File: src/rtl/vram_write_scheduler.sv
// vram_write_scheduler: queues host writes to video memory and issues them when the renderer is idle.
// Latency: a write pushed at edge E0 strobes at earliest in the cycle after E1; one write per cycle.
// Backpressure: wr_ready drops when the FIFO is full; a write offered then is dropped and sets overflow.
//
// Ports:
//   clk, rst                     clock and asynchronous active-high reset
//   wr_valid/wr_addr/wr_data     host write request (16-bit internal address, 8-bit data)
//   wr_ready                     combinational, high while the FIFO has space
//   render_active                renderer owns the memory port this cycle
//   clear_overflow               clears the sticky overflow flag
//   *_memory_write_enable        one-hot one-cycle write strobes (tile / attribute / color)
//   memory_write_addr/data       decoded 12-bit address and data of the current write
//   render_stall                 high in the cycle of a forced (starvation-guard) write
//   pending_count                FIFO occupancy
//   overflow                     sticky dropped-write flag
module vram_write_scheduler #(
   parameter int FIFO_DEPTH = 4,
   parameter int MAX_WAIT   = 8
) (
   input  logic        clk,
   input  logic        rst,
   input  logic        wr_valid,
   input  logic [15:0] wr_addr,
   input  logic [7:0]  wr_data,
   output logic        wr_ready,
   input  logic        render_active,
   input  logic        clear_overflow,
   output logic        tile_memory_write_enable,
   output logic        attribute_memory_write_enable,
   output logic        color_memory_write_enable,
   output logic [11:0] memory_write_addr,
   output logic [7:0]  memory_write_data,
   output logic        render_stall,
   output logic [4:0]  pending_count,
   output logic        overflow
);

   localparam int AW  = $clog2(FIFO_DEPTH);
   // Keep the counter at least one bit wide so MAX_WAIT = 0 still elaborates.
   localparam int WCW = (MAX_WAIT > 0) ? $clog2(MAX_WAIT + 1) : 1;
   localparam logic [WCW-1:0] WAIT_MAX = WCW'(MAX_WAIT);
   localparam logic [4:0]     DEPTH5   = 5'(FIFO_DEPTH);

   localparam logic [1:0] S_IDLE  = 2'd0;
   localparam logic [1:0] S_WAIT  = 2'd1;
   localparam logic [1:0] S_GRANT = 2'd2;

   logic [15:0]    r_addr_mem [FIFO_DEPTH];
   logic [7:0]     r_data_mem [FIFO_DEPTH];
   logic [AW-1:0]  r_wptr;
   logic [AW-1:0]  r_rptr;
   logic [4:0]     r_count;
   logic [WCW-1:0] r_wait_cnt;
   logic [1:0]     r_state;
   logic [2:0]     r_kind;      // {tile, attr, color} of the write in flight
   logic [11:0]    r_maddr;
   logic [7:0]     r_mdata;
   logic           r_stall;
   logic           r_overflow;

   logic           w_full;
   logic           w_empty;
   logic           w_push;
   logic           w_drop;
   logic           w_forced;
   logic           w_grant;
   logic [4:0]     w_count_nxt;
   logic [15:0]    w_head_addr;
   logic [15:0]    w_attr_off;
   logic [2:0]     w_kind;
   logic [11:0]    w_dec_addr;

   assign w_full   = (r_count == DEPTH5);
   assign w_empty  = (r_count == 5'd0);
   assign wr_ready = ~w_full;
   assign w_push   = wr_valid & ~w_full;
   assign w_drop   = wr_valid & w_full;

   // Starvation guard: only when the queue is full and the renderer has held the
   // port for MAX_WAIT consecutive full-blocked edges.
   assign w_forced = (MAX_WAIT != 0) && w_full && render_active && (r_wait_cnt == WAIT_MAX);
   assign w_grant  = ~w_empty & (~render_active | w_forced);

   always_comb begin
      w_count_nxt = r_count;
      if (w_push && !w_grant)
         w_count_nxt = r_count + 5'd1;
      else if (!w_push && w_grant)
         w_count_nxt = r_count - 5'd1;
   end

   // Head-of-queue address decode into one of the three memories.
   assign w_head_addr = r_addr_mem[r_rptr];
   assign w_attr_off  = w_head_addr - 16'h0800;

   always_comb begin
      w_kind     = 3'b000;
      w_dec_addr = 12'h000;
      if (w_head_addr < 16'h0800) begin
         w_kind     = 3'b100;
         w_dec_addr = {1'b0, w_head_addr[10:0]};
      end else if (w_head_addr < 16'h1800) begin
         w_kind     = 3'b010;
         w_dec_addr = w_attr_off[11:0];
      end else begin
         w_kind     = 3'b001;
         w_dec_addr = {8'h00, w_head_addr[3:0]};
      end
   end

   // Storage array needs no reset; occupancy and pointers define validity.
   always_ff @(posedge clk) begin
      if (w_push) begin
         r_addr_mem[r_wptr] <= wr_addr;
         r_data_mem[r_wptr] <= wr_data;
      end
   end

   always_ff @(posedge clk or posedge rst) begin
      if (rst) begin
         r_wptr     <= '0;
         r_rptr     <= '0;
         r_count    <= 5'd0;
         r_wait_cnt <= '0;
         r_state    <= S_IDLE;
         r_kind     <= 3'b000;
         r_maddr    <= 12'h000;
         r_mdata    <= 8'h00;
         r_stall    <= 1'b0;
         r_overflow <= 1'b0;
      end else begin
         r_count <= w_count_nxt;
         if (w_push)
            r_wptr <= r_wptr + AW'(1);

         if (w_grant) begin
            r_rptr  <= r_rptr + AW'(1);
            r_kind  <= w_kind;
            r_maddr <= w_dec_addr;
            r_mdata <= r_data_mem[r_rptr];
            r_stall <= w_forced;
            r_state <= S_GRANT;
         end else begin
            r_kind  <= 3'b000;
            r_stall <= 1'b0;
            r_state <= (w_count_nxt != 5'd0) ? S_WAIT : S_IDLE;
         end

         // Full and not granted implies the renderer is holding the port.
         if (w_grant || !w_full)
            r_wait_cnt <= '0;
         else if (r_wait_cnt != WAIT_MAX)
            r_wait_cnt <= r_wait_cnt + WCW'(1);

         // A drop at the same edge as a clear leaves the flag set.
         if (w_drop)
            r_overflow <= 1'b1;
         else if (clear_overflow)
            r_overflow <= 1'b0;
      end
   end

   // Strobes exist only in the GRANT state, so they are one cycle per grant.
   assign tile_memory_write_enable      = (r_state == S_GRANT) & r_kind[2];
   assign attribute_memory_write_enable = (r_state == S_GRANT) & r_kind[1];
   assign color_memory_write_enable     = (r_state == S_GRANT) & r_kind[0];
   assign memory_write_addr             = r_maddr;
   assign memory_write_data             = r_mdata;
   assign render_stall                  = r_stall;
   assign pending_count                 = r_count;
   assign overflow                      = r_overflow;

endmodule

File: config.mk
export PLATFORM = sky130hd
export DESIGN_NAME = vram_write_scheduler
export DESIGN_NICKNAME = d
export VERILOG_FILES = /design/src/rtl/vram_write_scheduler.sv
export SDC_FILE = /design/constraint.sdc
export NUM_CORES = 1
export LEC_CHECK = 0
export ABC_AREA = 1
export BUFFER_PORTS_ARGS = -buffer_cell sky130_fd_sc_hd__buf_2
export CORE_AREA = 2 2 113 137
export DETAILED_ROUTE_END_ITERATION = 6
export DIE_AREA = 0 0 115 139
export PLACE_DENSITY = 0.63
export SYNTH_ARGS = -nofsm -noshare
export SYNTH_HDL_FRONTEND = slang
export SYNTH_SLANG_ARGS = --single-unit
File: constraint.sdc
create_clock -name clk -period 2.9 [get_ports clk]
set_input_delay 0.29 -clock clk [delete_from_list [all_inputs] [get_ports clk]]
set_output_delay 0.29 -clock clk [all_outputs]
set_load 0.05 [all_outputs]
* After elaboration in Yosys (flattened, before gate mapping)
Memories as Yosys holds them, arrays and structs flattened. A register that Yosys moved wholly into a read port is not among the register bits.
Cells that the tools add are included.
** Word-level totals
- Bits of input ports :: 29
- Output and inout port bits :: 31
- Memories kept :: 2
- ROM bits :: 0
- Bits in registers :: 32
- Bits in latches :: 0
- Logic and storage cells :: 61
- Memory bits (writable) :: 96
** Memory list
- r_addr_mem :: words 4, bits a word 16, read ports 1, clocked after Yosys merged registers in 0, write ports 1, RTL line 48 : logic [15:0] r_addr_mem [FIFO_DEPTH];
- r_data_mem :: words 4, bits a word 8, read ports 1, clocked after Yosys merged registers in 1, write ports 1, RTL line 49 : logic [7:0] r_data_mem [FIFO_DEPTH];
** Cells by class
- Add/subtract/negate cells :: 6
- Multiply operators :: 0
- Muxes and demuxes :: 16
- Bitwise operators :: 10
- Reductions and logical operators :: 12
- Order comparisons :: 2
- Shifts and indexed selects :: 0
- Div/mod/pow operators :: 0
- Eq/ne operators :: 4
** Operators by type and width (count)
- 12-bit 2-to-1 mux :: 2
- 16-bit by 12-bit less-than comparator with 1-bit output (second input constant) :: 1
- 16-bit by 13-bit less-than comparator with 1-bit output (second input constant) :: 1
- 12-bit subtractor (second input constant) :: 1
- 5-bit 2-to-1 mux :: 2
- 4-bit 2-to-1 mux :: 2
- 1-bit bitwise AND :: 6
- 1-bit 2-to-1 mux :: 6
- 3-bit 2-to-1 mux :: 2
- 5-bit by 1-bit adder with 5-bit output (second input constant) :: 1
- 5-bit by 3-bit == test with 1-bit output (second input constant) :: 1
- 5-bit logical NOT :: 1
- 5-bit nonzero test :: 1
- 5-bit by 1-bit subtractor with 5-bit output (second input constant) :: 1
- 2-bit by 1-bit adder with 2-bit output (second input constant) :: 2
- 4-bit by 1-bit adder with 4-bit output (second input constant) :: 1
- 4-bit == test (second input constant) :: 1
- 1-bit logical AND :: 4
- 2-bit 2-to-1 mux :: 2
- 4-bit inequality test (second input constant) :: 1
- 2-bit nonzero test :: 2
- 1-bit logical NOT :: 3
- 1-bit inverter :: 3
- 2-bit == test (second input constant) :: 1
- other kinds (2) :: 2

* Depth between registers and ports, before layout
- Depth in word-level cells :: 11
- Mapped depth :: 15

* Least setup slack after synthesis
OpenSTA, ideal clock, no wires.
- Path type :: register to register
- From :: register r_count[0], in the netlist pending_count[0]
- To :: memory r_addr_mem[0][0], enable pin
- Cell stages (with the launch flop) :: 8
- Setup slack :: -181 ps
- Arrival time :: 2676 ps
- Path through :: dfrtp_1 -> inv_1 -> ha_1 -> nand2_4 -> nor2_8 -> inv_2 -> nand2_4 -> nor2_1
** Between the ends
- Longest elaborated chain between the ends :: 5
** RTL lines
- start, declared :: RTL line 52 : logic [4:0] r_count;
- start signal, assigned :: RTL line 132 : r_count <= w_count_nxt;
- 5-bit by 3-bit == test with 1-bit output :: RTL line 73 : assign w_full = (r_count == DEPTH5);
- 1-bit inverter
- net wr_ready :: RTL line 25 : output logic wr_ready,
- 1-bit bitwise AND :: RTL line 76 : assign w_push = wr_valid & ~w_full;
- 1-bit 2-to-1 mux :: RTL line 113 : if (w_push) begin
- 1-bit 2-to-1 mux (not written as such) :: RTL line 114 : r_addr_mem[r_wptr] <= wr_addr;
- end, declared :: RTL line 48
The timed path passes the listed nets, and every way through them passes these cells.

* Final worst setup path
- From :: register r_count[0], in the netlist pending_count[0]
- To :: register r_maddr[11], in the netlist memory_write_addr[11]
** Between the ends
- Longest elaborated chain between the ends :: 5
** RTL lines
- 5-bit by 3-bit == test with 1-bit output :: RTL line 73
- 1-bit logical AND (2 in a row) :: RTL line 81 : assign w_forced = (MAX_WAIT != 0) && w_full && render_active && (r_wait_cnt == WAIT_MAX);
- 1-bit OR :: RTL line 82 : assign w_grant = ~w_empty & (~render_active | w_forced);
- 1-bit bitwise AND (*) :: RTL line 82
- end signal, assigned :: RTL line 139 : r_maddr <= w_dec_addr;
- end, declared :: RTL line 56 : logic [11:0] r_maddr;
Every way passes the cells marked *; elsewhere a longest branch is shown, timed or not.
A chain may end at the register's enable or synchronous reset.

==> metrics.txt <==
first-pass detailed-route iteration total 4; CP required approximately 3200 ps; Syn-to-layout area delta 20.7%; worst-case clock buffer depth 2; Setup CP Type reg -> reg; Hold WC Path Type in -> reg; CTS H-tree depth 4; commonest non-fill, non-tap cell in the layout edfxtp_1; gpl congestion just under 0.8; asr flop ratio synth between 20% and 30%; PD cells 1140 nW/um^2; Final Util between 40% and 50%; syn_nets just under 500; average cell area after synthesis around 12 sq um; Synth Warn # 0; Placement Setup Slack 664 ps; IO Count 60; EDFF count, synth 96; Inst Count DP ~680; max-slew violations 0; Layout Cells excl Fill between 700 and 800; pin count of the biggest net entering global routing 40; wire length per cell about 15 microns; post-synth top area share 52.5%; Vias/cell approximately 4.8; Port Buf Inserts approximately 60; Hold Violations, Final 0; Max VDD drop 0.401 mV; total CTS buffers 17; Critical Path, Cell by Cell inv_1 -> ha_1 -> nand2_4 -> nor2_8 -> nand2_4 -> nand2_4 -> nand2_4 -> inv_2 -> nand2_2 -> o31ai_1; Residual DRC 0; TNS Setup 0 ps; vias in the first global route approximately 3400; CTS clk-pin slew, worst paths roughly 60 ps; outcome complete, no violations; Clock Tree Root clkbuf_16; first-pass GRT wire length between 15 and 20 mm; WL final roughly 11 mm; Leak approximately 2.7 nW; Tcrit/Tclk final about 76%; RSZ-0062 raised after global routing no; post-CTS setup buffer count 0; worst-margin pin slew about 860 ps; Post-Syn Area roughly 5500 sq um; initial core utilization a little under two fifths; slowest CP cell dfrtp_1; PnR Total Power roughly 7.6 mW; crit-path max cell delay between 400 and 500 ps; hold_ws 77.3 ps; Final HPWL DP ~6.7 mm; die height ~140 microns; CTS tree yes; share of cells above drive strength 1 roughly a quarter; clock sink count ~140; Critical Path Fanout Max 27; most frequent cells in the layout edfxtp_1 (96), nor2_1 (87), buf_2 (59); fmax between 0.4 and 0.5 GHz; antenna cell count 0; Yosys reg bits 136; CP bufs+invs 2; ys flop type edfxtp_1; Synth cell types 29; core area 14700 sq um; Die Area roughly 16000 sq um; initial antenna violation count 0; Nets approximately 560; number of core rows between 40 and 50; Final Instance Area ~6600 sq um; # setup viols final 0; most used cell, CP nand2_4; CP endpoint kind flip-flop; Fin Clk Skew roughly 7.5 ps; min setup slack post-route just under 700 ps; clock latency on the worst-skew pair between 400 and 500 ps; Initial DRC Count 200; relative slew slack a little over two fifths; Synth area leader edfxtp_1; Critical Path AT roughly 2500 ps; Critical Path Source Type flip-flop; Max Cap Viol 0; placed inst area between 6000 and 7000 sq um; DR vias around 3400; die width 115 microns; Overflow after GRT 0; Cells after Synth between 400 and 500; minimum clock period after layout around 2200 ps; number of nets with antenna violations after routing 0; sequential-to-total area share from yosys stat 70.7%; Synth area leaders edfxtp_1 (53%), dfrtp_1 (18%), nor2_1 (6.2%), nand2_1 (4.0%), o21ai_0 (3.5%); Largest delay share family, worst path simple AND/OR/NAND/NOR gates; Tot GR Track Use between 10% and 20%
## layout make-up
| type | count | area (sq um) |
|---|---|---|
| clock buffer | 19 | 443 |
| clock inverter | 13 | 169 |
| fill | 1344 | 8090 |
| inverter | 33 | 124 |
| multi-input combinational | 267 | 1410 |
| sequential | 136 | 3880 |
| tap | 178 | 223 |
| timing repair buffer | 69 | 373 |
## final timing paths
check | startpoint | endpoint | slack [ps] | depth (start not counted)
worst max-delay path | pending_count[0] | memory_write_addr[11] | 690 | 10
worst min register to register | memory_write_addr[9] | memory_write_addr[9] | 490 | 2
worst min-delay path | clear_overflow | overflow | 80 | 2
min in group asynchronous | rst | memory_write_data[5] | 500 | 3
max in group asynchronous | rst | memory_write_addr[10] | 1700 | 4
worst max register to register | pending_count[0] | memory_write_addr[11] | 690 | 10
## cell usage after synthesis, drive strengths merged (3+ instances only)
master   n
buf     12
nand3   11
o21ai   38
edfxtp  96
nor2    93
inv     33
xor2     7
nand4    3
a21oi   12
ha       9
a32o     7
a31oi   12
dfrtp   40
clkbuf   5
nand2   68
## timing repair
action	in CTS	in global routing
hold buffers	1	0
gates resized for setup	0	0
endpoints found under the hold margin	21	0
## where the power goes
part / leakage (nW) / internal [mW] / switching (mW)
clock: 0.286 / 1.38 / 0.801
sequential: 1.38 / 2.61 / 0.231
combinational: 1.02 / 0.695 / 1.86
total: 2.68 / 4.68 / 2.89
## sequential cells by signal (all words and copies together) (netlist names), 2 cells and up
signal / cells
r_rptr: 2
r_state: 2
r_data_mem: 32
r_wait_cnt: 4
r_wptr: 2
memory_write_addr: 12
r_addr_mem: 64
memory_write_data: 8
pending_count: 5
r_kind: 3
## kinds of logic after synthesis
group                    count (synthesis)  share of synthesized area, %
buffers and inverters                   50                          3.74
adder cells (fa/ha/maj)                  9                          2.05
AO/OA/AOI/OAI                           73                          7.77
AND/OR/NAND/NOR                        177                          14.4
XOR/XNOR                                 8                          1.28
flip-flops                             136                          70.7
## routing by layer
metal | global-route usage, % | up-vias | wire length (microns)
li1 | - | 1696 | -
met1 | 17.3 | 1633 | 4580
met2 | 23.5 | 79 | 5290
met3 | 4.37 | 12 | 520
met4 | 5.26 | 0 | 136
met5 | 0 | - | 0
No activity file was read; power rests on OpenSTA's default activity.
